==> src/rtl/cpu_pkg.sv <==
// rtl/cpu_pkg.sv - shared flag indices, reset image and status type for the P register
//
// Purpose: constants and types shared by cpu_status_reg and its flag cells.
// Contents:
//   FLAG_*   bit positions of each flag in the P byte
//   RESET_P  P image after reset (I=1, unused bit5=1)
//   status_t the six stored flags
//   pack_p   builds a P byte from stored flags plus the B bit value
package cpu_pkg;

  localparam int FLAG_C = 0;
  localparam int FLAG_Z = 1;
  localparam int FLAG_I = 2;
  localparam int FLAG_D = 3;
  localparam int FLAG_B = 4;
  localparam int FLAG_U = 5;
  localparam int FLAG_V = 6;
  localparam int FLAG_N = 7;

  localparam logic [7:0] RESET_P = 8'h24;

  typedef struct packed {
    logic n;
    logic v;
    logic d;
    logic i;
    logic z;
    logic c;
  } status_t;

  // Bit5 always reads 1; bit4 is not stored and comes from the caller.
  function automatic logic [7:0] pack_p(input status_t s, input logic b);
    return {s.n, s.v, 1'b1, b, s.d, s.i, s.z, s.c};
  endfunction

endpackage

==> src/rtl/cpu_status_reg_if.sv <==
// rtl/cpu_status_reg_if.sv - ALU/decoder to status register bundle
//
// Purpose: groups the ALU result, decoder flag controls and status outputs.
// Modports:
//   master  ALU/decoder side: drives alu_*, upd_*, bit_op, data_in, load_p,
//           explicit flag ops, irq_entry, push_brk; reads the status outputs
//   slave   status register side: the reverse
// Optional: SET_OVERFLOW_PIN_EN adds the so_n input (set-overflow pin).
interface cpu_status_reg_if #(
  parameter int WIDTH = 8
);

  logic [WIDTH-1:0] alu_out;
  logic             alu_carry;
  logic             alu_overflow;
  logic             alu_valid;
  logic             upd_nz;
  logic             upd_c;
  logic             upd_v;
  logic             bit_op;
  logic [WIDTH-1:0] data_in;
  logic             load_p;
  logic             set_c;
  logic             clr_c;
  logic             set_i;
  logic             clr_i;
  logic             set_d;
  logic             clr_d;
  logic             clr_v;
  logic             irq_entry;
  logic             push_brk;
`ifdef SET_OVERFLOW_PIN_EN
  logic             so_n;
`endif
  logic [WIDTH-1:0] p_out;
  logic             carry_q;
  logic [WIDTH-1:0] push_image;
  logic [WIDTH-1:0] result_q;

  modport master (
    output alu_out, alu_carry, alu_overflow, alu_valid,
    output upd_nz, upd_c, upd_v, bit_op, data_in, load_p,
    output set_c, clr_c, set_i, clr_i, set_d, clr_d, clr_v,
    output irq_entry, push_brk,
`ifdef SET_OVERFLOW_PIN_EN
    output so_n,
`endif
    input  p_out, carry_q, push_image, result_q
  );

  modport slave (
    input  alu_out, alu_carry, alu_overflow, alu_valid,
    input  upd_nz, upd_c, upd_v, bit_op, data_in, load_p,
    input  set_c, clr_c, set_i, clr_i, set_d, clr_d, clr_v,
    input  irq_entry, push_brk,
`ifdef SET_OVERFLOW_PIN_EN
    input  so_n,
`endif
    output p_out, carry_q, push_image, result_q
  );

endinterface

==> src/rtl/cpu_status_reg_flag_bit_cell.sv <==
// rtl/cpu_status_reg_flag_bit_cell.sv - one status flag flop with priority next-state mux
//
// Purpose: single P flag. Priority, highest first:
//   rst > load_en > set > clr > alt_en > upd_en > hold
// Ports:
//   clk, rst           clock, synchronous active-high reset (to RST_VAL)
//   load_en/load_val   PLP/RTI load
//   set, clr           explicit flag ops (set wins over clr)
//   alt_en/alt_val     secondary source (BIT operand, set-overflow pin)
//   upd_en/upd_val     ALU result update
//   q                  flag value
module flag_bit_cell #(
  parameter logic RST_VAL = 1'b0
) (
  input  logic clk,
  input  logic rst,
  input  logic load_en,
  input  logic load_val,
  input  logic set,
  input  logic clr,
  input  logic alt_en,
  input  logic alt_val,
  input  logic upd_en,
  input  logic upd_val,
  output logic q
);

  always_ff @(posedge clk) begin
    if (rst) begin
      q <= RST_VAL;
    end else if (load_en) begin
      q <= load_val;
    end else if (set) begin
      q <= 1'b1;
    end else if (clr) begin
      q <= 1'b0;
    end else if (alt_en) begin
      q <= alt_val;
    end else if (upd_en) begin
      q <= upd_val;
    end
  end

endmodule

==> src/rtl/cpu_status_reg.sv <==
// rtl/cpu_status_reg.sv - 6502 processor status register stage after the ALU
//
// Purpose: holds the ALU result, commits N/V/Z/C from the ALU under decoder
// control, executes flag instructions, BIT, PLP/RTI loads and interrupt entry.
// Ports:
//   clk      system clock
//   rst      synchronous active-high reset
//   bus      cpu_status_reg_if.slave: ALU result/strobe, decoder controls,
//            data_in, push_brk in; p_out, carry_q, push_image, result_q out
// Parameters: WIDTH (8), RESET_P (P image after reset)
// Optional: SET_OVERFLOW_PIN_EN adds so_n; a registered falling edge sets V.
module cpu_status_reg
  import cpu_pkg::*;
#(
  parameter int               WIDTH   = 8,
  parameter logic [WIDTH-1:0] RESET_P = cpu_pkg::RESET_P
) (
  input logic              clk,
  input logic              rst,
  cpu_status_reg_if.slave  bus
);

  status_t          st;
  logic [WIDTH-1:0] result_r;

  // ALU-derived updates only count while the ALU result strobe is high.
  logic nz_en;
  logic c_en;
  logic v_en;
  logic bit_en;
  logic res_zero;

  assign nz_en    = bus.alu_valid & bus.upd_nz;
  assign c_en     = bus.alu_valid & bus.upd_c;
  assign v_en     = bus.alu_valid & bus.upd_v;
  assign bit_en   = bus.alu_valid & bus.bit_op;
  assign res_zero = (bus.alu_out == '0);

  // B and the constant bit are not stored; their data_in bits are dropped.
  logic unused_data_bits;
  assign unused_data_bits = ^bus.data_in[FLAG_U:FLAG_B];

  logic v_alt_en;
  logic v_alt_val;

`ifdef SET_OVERFLOW_PIN_EN
  // so_q samples the pin, so_prev is its previous value; the edge pulse is
  // one cycle wide, so a pin held low cannot re-set V after clr_v.
  logic so_q;
  logic so_prev;
  logic so_fall;

  always_ff @(posedge clk) begin
    if (rst) begin
      so_q    <= 1'b1;
      so_prev <= 1'b1;
    end else begin
      so_q    <= bus.so_n;
      so_prev <= so_q;
    end
  end

  assign so_fall   = so_prev & ~so_q;
  // Pin edge ranks below clr_v (clr input) and above BIT/upd_v.
  assign v_alt_en  = so_fall | bit_en;
  assign v_alt_val = so_fall | bus.data_in[FLAG_V];
`else
  assign v_alt_en  = bit_en;
  assign v_alt_val = bus.data_in[FLAG_V];
`endif

  flag_bit_cell #(.RST_VAL(RESET_P[FLAG_N])) u_flag_n (
    .clk(clk), .rst(rst),
    .load_en(bus.load_p), .load_val(bus.data_in[FLAG_N]),
    .set(1'b0), .clr(1'b0),
    .alt_en(bit_en), .alt_val(bus.data_in[FLAG_N]),
    .upd_en(nz_en), .upd_val(bus.alu_out[WIDTH-1]),
    .q(st.n)
  );

  flag_bit_cell #(.RST_VAL(RESET_P[FLAG_V])) u_flag_v (
    .clk(clk), .rst(rst),
    .load_en(bus.load_p), .load_val(bus.data_in[FLAG_V]),
    .set(1'b0), .clr(bus.clr_v),
    .alt_en(v_alt_en), .alt_val(v_alt_val),
    .upd_en(v_en), .upd_val(bus.alu_overflow),
    .q(st.v)
  );

  flag_bit_cell #(.RST_VAL(RESET_P[FLAG_D])) u_flag_d (
    .clk(clk), .rst(rst),
    .load_en(bus.load_p), .load_val(bus.data_in[FLAG_D]),
    .set(bus.set_d), .clr(bus.clr_d),
    .alt_en(1'b0), .alt_val(1'b0),
    .upd_en(1'b0), .upd_val(1'b0),
    .q(st.d)
  );

  flag_bit_cell #(.RST_VAL(RESET_P[FLAG_I])) u_flag_i (
    .clk(clk), .rst(rst),
    .load_en(bus.load_p), .load_val(bus.data_in[FLAG_I]),
    .set(bus.set_i | bus.irq_entry), .clr(bus.clr_i),
    .alt_en(1'b0), .alt_val(1'b0),
    .upd_en(1'b0), .upd_val(1'b0),
    .q(st.i)
  );

  // BIT and ALU update both compute Z from the ALU result.
  flag_bit_cell #(.RST_VAL(RESET_P[FLAG_Z])) u_flag_z (
    .clk(clk), .rst(rst),
    .load_en(bus.load_p), .load_val(bus.data_in[FLAG_Z]),
    .set(1'b0), .clr(1'b0),
    .alt_en(bit_en), .alt_val(res_zero),
    .upd_en(nz_en), .upd_val(res_zero),
    .q(st.z)
  );

  flag_bit_cell #(.RST_VAL(RESET_P[FLAG_C])) u_flag_c (
    .clk(clk), .rst(rst),
    .load_en(bus.load_p), .load_val(bus.data_in[FLAG_C]),
    .set(bus.set_c), .clr(bus.clr_c),
    .alt_en(1'b0), .alt_val(1'b0),
    .upd_en(c_en), .upd_val(bus.alu_carry),
    .q(st.c)
  );

  always_ff @(posedge clk) begin
    if (rst) begin
      result_r <= '0;
    end else if (bus.alu_valid) begin
      result_r <= bus.alu_out;
    end
  end

  assign bus.p_out      = pack_p(st, 1'b0);
  assign bus.push_image = pack_p(st, bus.push_brk);
  assign bus.carry_q    = st.c;
  assign bus.result_q   = result_r;

endmodule
==> src/flat_wrapper.sv <==
// flat-port wrapper written by rule: the top's interface ports become plain ports
module cpu_status_reg_flat import cpu_pkg::*;
#(
  parameter int               WIDTH   = 8,
  parameter logic [WIDTH-1:0] RESET_P = cpu_pkg::RESET_P
)
  (clk, rst, bus_alu_out, bus_alu_carry, bus_alu_overflow, bus_alu_valid, bus_upd_nz, bus_upd_c, bus_upd_v, bus_bit_op, bus_data_in, bus_load_p, bus_set_c, bus_clr_c, bus_set_i, bus_clr_i, bus_set_d, bus_clr_d, bus_clr_v, bus_irq_entry, bus_push_brk, bus_p_out, bus_carry_q, bus_push_image, bus_result_q);
  cpu_status_reg_if #(.WIDTH(WIDTH)) bus_i ();
  input logic clk;
  input logic rst;
  input wire logic [$bits(bus_i.alu_out)-1:0] bus_alu_out;
  input wire logic [$bits(bus_i.alu_carry)-1:0] bus_alu_carry;
  input wire logic [$bits(bus_i.alu_overflow)-1:0] bus_alu_overflow;
  input wire logic [$bits(bus_i.alu_valid)-1:0] bus_alu_valid;
  input wire logic [$bits(bus_i.upd_nz)-1:0] bus_upd_nz;
  input wire logic [$bits(bus_i.upd_c)-1:0] bus_upd_c;
  input wire logic [$bits(bus_i.upd_v)-1:0] bus_upd_v;
  input wire logic [$bits(bus_i.bit_op)-1:0] bus_bit_op;
  input wire logic [$bits(bus_i.data_in)-1:0] bus_data_in;
  input wire logic [$bits(bus_i.load_p)-1:0] bus_load_p;
  input wire logic [$bits(bus_i.set_c)-1:0] bus_set_c;
  input wire logic [$bits(bus_i.clr_c)-1:0] bus_clr_c;
  input wire logic [$bits(bus_i.set_i)-1:0] bus_set_i;
  input wire logic [$bits(bus_i.clr_i)-1:0] bus_clr_i;
  input wire logic [$bits(bus_i.set_d)-1:0] bus_set_d;
  input wire logic [$bits(bus_i.clr_d)-1:0] bus_clr_d;
  input wire logic [$bits(bus_i.clr_v)-1:0] bus_clr_v;
  input wire logic [$bits(bus_i.irq_entry)-1:0] bus_irq_entry;
  input wire logic [$bits(bus_i.push_brk)-1:0] bus_push_brk;
  output wire logic [$bits(bus_i.p_out)-1:0] bus_p_out;
  output wire logic [$bits(bus_i.carry_q)-1:0] bus_carry_q;
  output wire logic [$bits(bus_i.push_image)-1:0] bus_push_image;
  output wire logic [$bits(bus_i.result_q)-1:0] bus_result_q;
  assign bus_i.alu_out = bus_alu_out;
  assign bus_i.alu_carry = bus_alu_carry;
  assign bus_i.alu_overflow = bus_alu_overflow;
  assign bus_i.alu_valid = bus_alu_valid;
  assign bus_i.upd_nz = bus_upd_nz;
  assign bus_i.upd_c = bus_upd_c;
  assign bus_i.upd_v = bus_upd_v;
  assign bus_i.bit_op = bus_bit_op;
  assign bus_i.data_in = bus_data_in;
  assign bus_i.load_p = bus_load_p;
  assign bus_i.set_c = bus_set_c;
  assign bus_i.clr_c = bus_clr_c;
  assign bus_i.set_i = bus_set_i;
  assign bus_i.clr_i = bus_clr_i;
  assign bus_i.set_d = bus_set_d;
  assign bus_i.clr_d = bus_clr_d;
  assign bus_i.clr_v = bus_clr_v;
  assign bus_i.irq_entry = bus_irq_entry;
  assign bus_i.push_brk = bus_push_brk;
  assign bus_p_out = bus_i.p_out;
  assign bus_carry_q = bus_i.carry_q;
  assign bus_push_image = bus_i.push_image;
  assign bus_result_q = bus_i.result_q;
  cpu_status_reg #(.WIDTH(WIDTH), .RESET_P(RESET_P)) u_core (.clk(clk), .rst(rst), .bus(bus_i));
endmodule
==> config.mk <==
export PLATFORM = sky130hd
export DESIGN_NAME = cpu_status_reg_flat
export DESIGN_NICKNAME = d
export VERILOG_FILES = /design/src/rtl/cpu_pkg.sv /design/src/rtl/cpu_status_reg_if.sv /design/src/rtl/cpu_status_reg_flag_bit_cell.sv /design/src/rtl/cpu_status_reg.sv /design/src/flat_wrapper.sv
export SDC_FILE = /design/constraint.sdc
export NUM_CORES = 1
export LEC_CHECK = 0
export ABC_AREA = 1
export CAP_MARGIN = 15
export CORE_MARGIN = 2
export CORE_UTILIZATION = 32
export CTS_CLUSTER_SIZE = 25
export DETAILED_ROUTE_END_ITERATION = 8
export GPL_ROUTABILITY_DRIVEN = 0
export GPL_TIMING_DRIVEN = 0
export PLACE_DENSITY = 0.86
export SLEW_MARGIN = 20
export SYNTH_ARGS = -nofsm -noshare
export SYNTH_HDL_FRONTEND = slang
export SYNTH_SLANG_ARGS = --single-unit
==> constraint.sdc <==
create_clock -name clk -period 1 [get_ports clk]
set_clock_uncertainty 0.15 [all_clocks]
set_input_delay 0.1 -clock clk [delete_from_list [all_inputs] [get_ports clk]]
set_output_delay 0.1 -clock clk [all_outputs]
set_load 0.02 [all_outputs]
### Yosys cells after proc, flatten, opt, wreduce, memory -nomap -nowiden

Cells that the tools add are included.
Widths: inputs -> output; s select.

* bitwise operators: 5
* reductions and logical operators: 6
* mux-type cells: 20

Operators with widths (count)
* $mux 1: 20
* $reduce_bool 3->1: 3
* $logic_not 8->1: 1
* $reduce_bool 4->1: 2
* $and 1x1->1: 4
* $or 1x1->1: 1

* bits in registers: 14
* input bits: 35
* word-level logic and storage cells: 38

### Logic depth before layout (Yosys ltp)

Gate-level depths: netlist (run 1).

* depth after elaboration: 5
* gate-level depth with buffers: 7

### Modules after synthesis

A second synthesis (run 1) with hierarchy kept.

* cell total of the unflattened synthesis: 150
* area total of the unflattened synthesis: 943.4 um^2

By module, submodules not included
* cpu_status_reg: cells each 64, instances 1, area each 435.4 um^2
* flag_bit_cell at u_core.u_flag_c ...: cells each 13, instances 5, area each 80.1 um^2
* flag_bit_cell at u_core.u_flag_i: cells each 21, instances 1, area each 107.6 um^2

### Worst setup path after synthesis (run 1)

No wires, ideal clock.

* kind: reg-to-reg
* from: reg u_core.u_flag_c.q (netlist name)
* to: reg u_core.u_flag_c.q
* required time: 780 ps
* period minus slack after synthesis: 1034 ps
* path buffers: 0
* setup slack: -34 ps
* arrival: 814 ps
* stages on the path, launching flop included: 5
* cells stage by stage: dfxtp_1 -> inv_1 -> a21oi_1 -> o21ai_0 -> a21oi_1

RTL lines
* end signal: assignment: line cpu_status_reg_flag_bit_cell.sv:32 `q <= load_val;`
* end signal: assignment: line cpu_status_reg_flag_bit_cell.sv:38 `q <= alt_val;`
* end signal: assignment: line cpu_status_reg_flag_bit_cell.sv:40 `q <= upd_val;`
* end: declaration: line cpu_status_reg_flag_bit_cell.sv:25 `output logic q`

### Worst setup path in the final report (run 1)

* from: reg u_core.u_flag_c.q
* to: out bus_p_out[0]

RTL lines
* end: declaration: line flat_wrapper.sv:30 `output wire logic [$bits(bus_i.p_out)-1:0] bus_p_out;`

No word-level cell between the ends.

==> results of run 1 <==
==> timing repair <==
item	in CTS	in global routing
resized for setup	156	15
buffers inserted	0	1
pin swaps	3	8
setup endpoints to repair	34	26
hold buffers	0	1
endpoints found under the hold margin	0	1
==> logic make-up after synthesis <==
logic type             Yosys count  share of synthesized area [%]
buffers and inverters           32                           23.8
flip-flops                      14                           36.8
AO/OA/AOI/OAI                   22                           14.8
AND/OR/NAND/NOR                 45                           23.5
other                            2                          0.987
==> critical path, stage by stage, from the launching register on <==
cell     delay (ps)
dfxtp_4         370
buf_6           110
buf_6           120
==> layer usage <==
metal / global-route usage, % / vias to the layer above / part of all wire [%] / wire, um
li1: - / 459 / - / -
met1: 19.1 / 399 / 37 / 882
met2: 33.1 / 43 / 52 / 1250
met3: 5.43 / 5 / 9.4 / 226
met4: 9.40 / 0 / 1.8 / 42
met5: 0 / - / 0 / 0
==> flip-flops by register name (all words and copies together) (netlist names) <==
register             count
u_core.bus.result_q      8
u_core.u_flag_c.q        1
u_core.u_flag_d.q        1
u_core.u_flag_i.q        1
u_core.u_flag_n.q        1
u_core.u_flag_v.q        1
u_core.u_flag_z.q        1
==> area by class of cell <==
type / instances / area, um^2 / area share, %
multi-input combinational: 70 / 320 / 21.5
buffer: 18 / 178 / 11.9
sequential: 14 / 300 / 20.2
tap: 28 / 35.0 / 2.35
clock buffer: 4 / 36.3 / 2.44
inverter: 14 / 52.6 / 3.53
timing repair buffer: 55 / 567 / 38.1
==> worst max path at each step <==
stage                      startpoint           endpoint  slack [ps]  depth (start not counted)
floorplan           u_core.u_flag_c.q  u_core.u_flag_c.q          50                          4
global placement        bus_alu_valid  u_core.u_flag_z.q        -530                          8
detailed placement      bus_alu_valid  u_core.u_flag_z.q        -540                          8
CTS                 u_core.u_flag_n.q  bus_push_image[7]        -130                          2
global route        u_core.u_flag_i.q  bus_push_image[2]        -180                          2
finish              u_core.u_flag_c.q       bus_p_out[0]        -120                          2
==> through the flow <==
stage               instance area [um^2]  total power, mW  cells
finish                              1490             1.63    203
global route                        1490             1.75    203
CTS                                 1450             1.63    201
detailed placement                  1330             1.16    197
global placement                    1330             1.15    197
floorplan                            766            0.884    116
==> power by group through the flow <==
stage,clock network (mW),logic [mW],registers [mW]
after floorplan,0,0.220,0.663
after global placement,0,0.518,0.633
after detailed placement,0,0.527,0.636
after CTS,0.429,0.561,0.641
after global routing,0.479,0.619,0.650
final,0.412,0.578,0.643
==> cells in the mapped netlist <==
cell type  number
nor2_1         26
buf_4          16
dfxtp_1        14
nand2_1        13
inv_1          12
o21ai_0        12
a21oi_1         8
nand3_1         4
conb_1          2
inv_2           2
nand2_2         2
buf_2           1
clkbuf_1        1
o21ai_1         1
o31ai_1         1
==> summary.md, run 1 <==
| Metric | Value |
|---|---|
| Core Area | 2230 um^2 |
| Layout cells sized above 1 | between 40% and 50% |
| Clock tree buffer depth | 2 |
| Final hold violations | 0 |
| Power Density | 1100 nW/um^2 |
| R2r setup slk | 20 ps |
| Worst Path Required | 750 ps |
| Flop and latch count out of synthesis | 14 |
| Unrepaired setup endpoints after global routing | true |
| Antenna violations before repair | 0 |
| Die height | 52.8 um |
| Worst vdd ir | 0.000922 V |
| Clock Sinks | 14 |
| GRT Total Usage | 18.4% |
| Post-DP HPWL | 1750 um |
| Crit path kind | flip-flop to output pin |
| Avg Cell Area, Syn | 6.62 um^2 |
| I/O pins | 60 |
| Top cell type's share of synthesized area | a little under two fifths |
| Setup violators final | 13 |
| H-tree depth | 1 |
| Via count | 906 |
| Cells after synthesis | around 120 |
| Commonest non-fill, non-tap cell in the layout | buf_6 |
| Vias in the first global route | about 850 |
| Worst skew pair latency | 280 ps |
| Worst r2r dst | u_core.u_flag_i.q |
| Netlist Area Pre-Place | roughly 760 um^2 |
| Antenna fix cells | 0 |
| Die area | 2780 um^2 |
| Crit path time final | 1120 ps |
| Largest net degree at the start of global routing | 11 |
| CP max FO | 4 |
| Routed length per instance | 11.8 um |
| Failing checks | negative setup slack |
| RR Startpoint | u_core.u_flag_i.q |
| Worst Setup Start Kind | flip-flop |
| Tightest Hold Check Type | primary input to flip-flop |
| Synth area leaders | dfxtp_1 37%, buf_4 16%, nor2_1 13%, o21ai_0 7.9%, nand2_1 6.4% |
| Switch share | 28.8% |
| Status | complete, but fails checks |
| Port Buffer Count | 53 |
| First-pass GRT wire length | 3660 um |
| DRC | 0 |
| Mean number of vias per cell | around 4.5 |
| Cell variety after synth | 15 |
| Fmax achieved | 890 MHz |
| Clk pwr share | between 20% and 30% |
| Hold WS | 21.3 ps |
| CTS tree | built |
| Starting Density | between 30% and 40% |
| FILL cells | 192 |
| Die span in x | 52.8 um |
| Pre-CTS WS | -542 ps |
| Clock transition at path regs | around 80 ps |
| Number of detailed-route iterations in the first pass | 4 |
| Final Max Tran Viols | 0 |
| Seq/Total Area, Yosys | 36.8% |
| Leakage | ~0.73 nW |
| Worst EP arrival | 870 ps |
| Routed Antenna Nets | 0 |
| Hold Path Origin | bus_load_p |
| Final wirelength | 2400 um |
| Fin util | 66.7% |
| Most frequent cells in the layout | 33 x buf_6, 26 x clkdlybuf4s50_1, 24 x nor2_1, 13 x dfxtp_2, 12 x nand2_1 |
| Final Cycle Share | 112% |
| Worst Reg-to-Reg Cells | 4 |
| Inserted Clock Buffers | 3 |
| Setup TNS | -1400 ps |
| Post-layout net count | 211 |
| Root buffer cell | clkbuf_4 |
| Syn. warnings | 0 |
| Combinational group share of total power | a little over a third |
| Max_cap viols | 0 |
| Grt total ovfl | 0 |
| Initial drt markers | 9 |
| Std-Cell Rows | 17 |
| Int Power | 1.16 mW |
| Hold Crit Depth | 3 |
| Sequential share of power | about two fifths |
| Synth area leader | dfxtp_1 |
| Net Switching | approximately 470 uW |
| Hold Path End | u_core.u_flag_c.q |
| Layout area overhead | 95.7% |
| Post-route setup slack | -124 ps |
| Critical path endpoint category | output pin |
(Power assumes the default switching activity.)
==> run 2, diff against run 1 <==
CORE_UTILIZATION = 34   (was 32)
CTS_BUF_LIST = sky130_fd_sc_hd__clkbuf_4   (was default)
PLACE_DENSITY = 0.9   (was 0.86)
SETUP_SLACK_MARGIN = 0.2   (was default)
==> run 2 against run 1 <==
  * The run ends with negative hold slack, negative setup slack left
  * Via count is 0.99% lower
  * Global-route usage up 1.0 points
  * Sequential share of layout area shrank 0.051 points
  * Worst hold slack worse by 53 ps
  * Register-to-register slack better by 30 ps
  * Clock power down 12%
  * Critical path depth stayed put
  * Non-clock buffer count is 1 lower
  * Utilization increased by 2.1 points
  * Sequential power about the same
  * Routed wire length hardly changed
  * Die area decreased by 5.4%
  * Largest power group unchanged
==> summary.md, run 2 (same netlist as run 1, synthesis figures left out) <==
| Metric | Value |
|---|---|
| H-tree depth | 1 (unchanged) |
| Vias in the first global route | 903 (was 851) |
| Commonest non-fill, non-tap cell in the layout | buf_6 (unchanged) |
| Most frequent cells in the layout | 32 x buf_6, 25 x nor2_1, 15 x clkdlybuf4s50_1, 13 x dlygate4sd2_1, 13 x dfxtp_2 (was 33 x buf_6, 26 x clkdlybuf4s50_1, 24 x nor2_1, 13 x dfxtp_2, 12 x nand2_1) |
| Routed length per instance | 11.9 um (was 11.8 um) |
| Clock tree buffer depth | 2 (unchanged) |
| Crit path kind | flip-flop to output pin (unchanged) |
| Layout area overhead | 96.2% (was 95.7%) |
| Routed Antenna Nets | 0 (unchanged) |
| Worst Setup Start Kind | flip-flop (unchanged) |
| CP max FO | 4 (unchanged) |
| Pre-CTS WS | -537 ps (was -542 ps) |
| Via count | 897 (was 906) |
| Root buffer cell | clkbuf_4 (unchanged) |
| Clock transition at path regs | 80 ps (about the same) |
| Failing checks | negative hold slack, negative setup slack (was negative setup slack) |
| Net Switching | 475 uW (was 470 uW) |
| Largest net degree at the start of global routing | 11 (unchanged) |
| Worst vdd ir | 0.000770 V (was 0.000922 V) |
| Combinational group share of total power | 36.7% (was 35.4%) |
| Initial drt markers | 9 (unchanged) |
| Number of detailed-route iterations in the first pass | 3 (was 4) |
| Final hold violations | 2 (was 0) |
| Fin util | 68.8% (was 66.7%) |
| Critical path endpoint category | output pin (unchanged) |
| Post-DP HPWL | 1800 um (was 1750 um) |
| Clk pwr share | 22.7% (was 25.2%) |
| Fmax achieved | 899 MHz (was 890 MHz) |
| Final Max Tran Viols | 0 (unchanged) |
| Mean number of vias per cell | 4.44 (was 4.46) |
| DRC | 0 (unchanged) |
| Int Power | 1.11 mW (was 1.16 mW) |
| Leakage | 0.740 nW (was 0.734 nW) |
| Worst Path Required | 750 ps (about the same) |
| Antenna violations before repair | 0 (unchanged) |
| Unrepaired setup endpoints after global routing | true (unchanged) |
| Final Cycle Share | 111% (was 112%) |
| Final Power | 1.59 mW (was 1.63 mW) |
| CTS tree | built (unchanged) |
| First-pass GRT wire length | 3800 um (was 3660 um) |
| Crit path time final | 1110 ps (was 1120 ps) |
| Std-Cell Rows | 17 (unchanged) |
| Antenna fix cells | 0 (unchanged) |
| Hold WS | -31.2 ps (was 21.3 ps) |
| Core Area | 2170 um^2 (was 2230 um^2) |
| Worst skew pair latency | 270 ps (was 280 ps) |
| Post-route setup slack | -112 ps (was -124 ps) |
| Clock Sinks | 14 (unchanged) |
| Setup violators final | 13 (unchanged) |
| Die height | 51.3 um (was 52.8 um) |
| Final instance area | 1490 um^2 (about the same) |
| Max reg flops | 8 (unchanged) |
| Port Buffer Count | 53 (unchanged) |
| Inserted Clock Buffers | 3 (unchanged) |
| FILL cells | 189 (was 192) |
| GRT Total Usage | 19.5% (was 18.4%) |
| Power Density | 1060 nW/um^2 (was 1100 nW/um^2) |
| Layout cells sized above 1 | 46.0% (was 40.0%) |
| Die span in x | 51.3 um (was 52.8 um) |
| R2r setup slk | 50 ps (was 20 ps) |
| I/O pins | 60 (unchanged) |
| Status | complete, but fails checks (unchanged) |
| Tightest Hold Check Type | primary input to flip-flop (unchanged) |
| Switch share | 29.9% (was 28.8%) |
| Die area | 2630 um^2 (was 2780 um^2) |
| Final wirelength | 2400 um (about the same) |
| Post-place instance area | 1340 um^2 (was 1330 um^2) |
| Sequential share of power | 40.6% (was 39.4%) |
| Post-layout net count | 210 (was 211) |
| Worst EP arrival | 860 ps (was 870 ps) |
| Max_cap viols | 0 (unchanged) |
| Grt total ovfl | 0 (unchanged) |
| CTS hold repair buffers | 0 (unchanged) |
| Starting Density | 35.1% (was 34.1%) |
[run 2: cell types whose count changed in the layout (fill, tap and decap cells not counted), moves of 4 or more]
cell             previous run  this run
clkdlybuf4s50_1            26        15
dlygate4sd2_1               2        13
o21ai_0                    11         2
o21ai_1                     2         8
a21oi_1                     8         4
a21oi_2                     0         4
[run 2: power by group through the flow]
stage | Combinational, mW | Clock (mW) | Sequential (mW)
after detailed placement | 0.531 | 0 | 0.637
final | 0.583 | 0.361 | 0.645
after floorplan | 0.221 | 0 | 0.665
after CTS | 0.567 | 0.372 | 0.642
after global placement | 0.518 | 0 | 0.634
after global routing | 0.626 | 0.406 | 0.652
[run 2: metal layers]
| metal | up-vias | GRT usage [%] | wire length, um |
|---|---|---|---|
| met1 | 397 | 19.1 | 852 |
| li1 | 458 | - | - |
| met3 | 2 | 6.14 | 237 |
| met2 | 40 | 37.0 | 1300 |
| met4 | 0 | 8.33 | 12 |
| met5 | - | 0 | 0 |
[run 2: path summary, 6_finish.rpt]
kind         depth (start not counted)                     end              start
max reg2reg                          4       u_core.u_flag_i.q  u_core.u_flag_i.q
min                                  3  u_core.bus.result_q[6]     bus_alu_out[6]
max                                  2       bus_push_image[0]  u_core.u_flag_c.q
min reg2reg                          2       u_core.u_flag_d.q  u_core.u_flag_d.q
[run 2: what timing repair did]
action,in CTS,in global routing
setup buffers,1,0
pin swaps,18,3
resized for setup,179,21
setup endpoints to repair,36,33
endpoints found under the hold margin,0,1
[run 2: final cells by class]
| type | count | area [um^2] | share of cell area (%) |
|---|---|---|---|
| buffer | 18 | 184 | 12.3 |
| clock buffer | 4 | 30.0 | 2.01 |
| inverter | 14 | 55.1 | 3.69 |
| multi-input combinational | 70 | 352 | 23.6 |
| sequential | 14 | 300 | 20.1 |
| tap | 28 | 35.0 | 2.35 |
| timing repair buffer | 54 | 537 | 36.0 |
[run 2: through the flow]
stage / hold WS, ps / TNS [ps] / std cells
2_1_floorplan: 22.4 / 0 / 116
3_3_place_gp: 315 / -10600 / 197
3_5_place_dp: 328 / -11230 / 197
4_1_cts: 38.0 / -1360 / 202
5_1_grt: -29.6 / -2040 / 202
6_report: -31.2 / -1280 / 202
[run 2: worst max-delay path, stage by stage (launching register included)]
cell and delay (ps):
dfxtp_4 370, buf_6 110, buf_6 120
==> run 3, diff against run 2 <==
CORE_UTILIZATION = 32   (was 34)
CTS_BUF_LIST = default   (was sky130_fd_sc_hd__clkbuf_4)
PLACE_DENSITY = 0.86   (was 0.9)
REMOVE_ABC_BUFFERS = 1   (was default)
clock period = 1.1 ns   (was 1 ns; I/O delays follow)
==> run 3 against run 2 <==
  * The flow finishes with violations (negative hold slack)
  * Combinational power decreased by 26%
  * Utilization decreased by 9.0 points
  * Via count decreased by 7.2%
  * Setup slack improved by 180 ps
  * Cell area decreased by 11%
  * Count of clock-buffer cells in the layout unchanged
  * Worst hold slack got worse by 6.8 ps
  * Die area increased by 5.8%
  * Sequential cell count unchanged
  * Critical path depth decreased by 1
  * Critical endpoint is now bus_push_image[1]
==> summary.md, run 3 (same netlist as run 1, synthesis figures left out) <==
| Metric | Value |
|---|---|
| Status | complete, but fails checks (unchanged) |
| Failing checks | negative hold slack (was negative hold slack, negative setup slack) |
| Final Max Tran Viols | 0 (unchanged) |
| Unrepaired setup endpoints after global routing | true (unchanged) |
| Clock transition at path regs | 90 ps (was 80 ps) |
| Number of detailed-route iterations in the first pass | 4 (was 3) |
| Pre-CTS WS | -641 ps (was -537 ps) |
| Routed Antenna Nets | 0 (unchanged) |
| Max_cap viols | 0 (unchanged) |
| Root buffer cell | clkbuf_4 (unchanged) |
| Slowest stage delay, CP | 370 ps (about the same) |
| Clock tree buffer depth | 2 (unchanged) |
| Leakage | 0.699 nW (was 0.740 nW) |
| Largest net degree at the start of global routing | 17 (was 11) |
| Placed cells | 178 (was 197) |
| Die span in x | 52.8 um (was 51.3 um) |
| Fmax achieved | 971 MHz |
| Post-layout net count | 192 (was 210) |
| Slowest-stage cell, CP | dfxtp_2 (was dfxtp_4) |
| Clock Sinks | 14 (unchanged) |
| Hold WS | -38.0 ps (was -31.2 ps) |
| Layout cells sized above 1 | 35.9% (was 46.0%) |
| Mean number of vias per cell | 4.52 (was 4.44) |
| Crit path cell chain | buf_6 (was buf_6, buf_6) |
| Final hold violations | 6 (was 2) |
| Commonest non-fill, non-tap cell in the layout | nor2_1 (was buf_6) |
| Final Cycle Share | a little over nine tenths |
| Inserted Clock Buffers | 3 (unchanged) |
| CP max FO | 3 (was 4) |
| Worst Path Required | 840 ps (was 750 ps) |
| Std-Cell Rows | 17 (unchanged) |
| H-tree depth | 1 (unchanged) |
| Worst vdd ir | 0.000958 V (was 0.000770 V) |
| Post-DP HPWL | 1630 um (was 1800 um) |
| Worst EP arrival | 770 ps (was 860 ps) |
| Final wirelength | 2170 um (was 2400 um) |
| Initial drt markers | 5 (was 9) |
| Most frequent cells in the layout | 25 x nor2_1, 21 x buf_6, 16 x clkdlybuf4s50_1, 12 x dfxtp_2 (was 32 x buf_6, 25 x nor2_1, 15 x clkdlybuf4s50_1, 13 x dlygate4sd2_1, 13 x dfxtp_2) |
| Die area | 2780 um^2 (was 2630 um^2) |
| Core Area | 2230 um^2 (was 2170 um^2) |
| Crit path time final | 1030 ps |
| First-pass GRT wire length | 3430 um (was 3800 um) |
| Port Buffer Count | 52 (was 53) |
| Starting Density | 34.1% (was 35.1%) |
| Worst skew pair latency | 280 ps (was 270 ps) |
| Setup TNS | 0 ps (was -1280 ps) |
| Setup violators final | 0 (was 13) |
| Crit path kind | flip-flop to output pin (unchanged) |
| Layout area overhead | 75.5% (was 96.2%) |
| Power Density | 1040 nW/um^2 (was 1060 nW/um^2) |
| Max reg flops | 8 (unchanged) |
| CTS hold repair buffers | 0 (unchanged) |
| GRT Total Usage | 16.7% (was 19.5%) |
| Antenna fix cells | 0 (unchanged) |
| I/O pins | 60 (unchanged) |
| Worst path bufs/invs | 1 (was 2) |
| Antenna violations before repair | 0 (unchanged) |
| DRC | 0 (unchanged) |
| CTS tree | built (unchanged) |
| Worst Setup Start Kind | flip-flop (unchanged) |
| CP top delay family | flip-flops (unchanged) |
| Grt total ovfl | 0 (unchanged) |
| Critical path endpoint category | output pin (unchanged) |
| Routed length per instance | 11.8 um (was 11.9 um) |
| Die height | 52.8 um (was 51.3 um) |
| Vias in the first global route | 796 (was 903) |
| Post-route setup slack | 70.1 ps (was -112 ps) |
| Via count | 832 (was 897) |
| Tightest Hold Check Type | primary input to flip-flop (unchanged) |
| Fin cells | 184 (was 202) |
-- run 3: changes by cell type in the layout (fill, tap and decap cells not counted), moves of 4 or more --
cell,delta
buf_4,-4
buf_6,-11
dlygate4sd2_1,-10
dlymetal6s2s_1,+9
o21ai_0,+9
o21ai_1,-6
-- run 3: routing by layer --
| metal | track usage [%] | up-vias | wire length, um |
|---|---|---|---|
| li1 | - | 419 | - |
| met1 | 17.4 | 368 | 852 |
| met2 | 30.8 | 43 | 1070 |
| met3 | 6.57 | 2 | 244 |
| met4 | 3.85 | 0 | 9 |
| met5 | 0 | - | 0 |
-- run 3: layout make-up --
type	instances	area, um^2
Clock buffer	4	36.3
Fill cell	213	898
Inverter	14	55.1
Multi-Input combinational cell	70	324
Sequential cell	14	303
Tap cell	28	35.0
Timing Repair Buffer	53	574
Timing Repair inverter	1	7.51
-- run 3: path summary, 6_finish.rpt --
path	start	to	slack [ps]	cells after the start
setup / recovery	u_core.u_flag_z.q	bus_push_image[1]	70	1
hold reg to reg	u_core.u_flag_d.q	u_core.u_flag_d.q	350	2
hold / removal	bus_alu_out[0]	u_core.bus.result_q[0]	-40	3
setup reg to reg	u_core.u_flag_c.q	u_core.u_flag_c.q	130	4
-- run 3: what timing repair did --
item / in CTS / in global routing
gates resized for setup: 150 / 26
pin swaps: 4 / 13
setup buffers: 1 / 0
cloned: 1 / 0
hold endpoints to repair: 0 / 5
endpoints found under the setup margin: 35 / 29
-- run 3: where the power goes --
part	internal (mW)	switching (mW)	total, mW
combinational	0.230	0.203	0.432
sequential	0.549	0.0329	0.582
clock	0.201	0.167	0.368
-- run 3: per-stage QoR --
stage / power, mW / cell area [um^2] / hold WS, ps / util [%]
floorplan: 0.739 / 636 / 32.4 / -
global placement: 0.982 / 1190 / 70.1 / 53.3
detailed placement: 0.992 / 1190 / 70.1 / 53.3
CTS: 1.39 / 1260 / 40.7 / 56.5
global route: 1.46 / 1340 / -46.5 / 59.8
finish: 1.38 / 1340 / -38.0 / 59.8
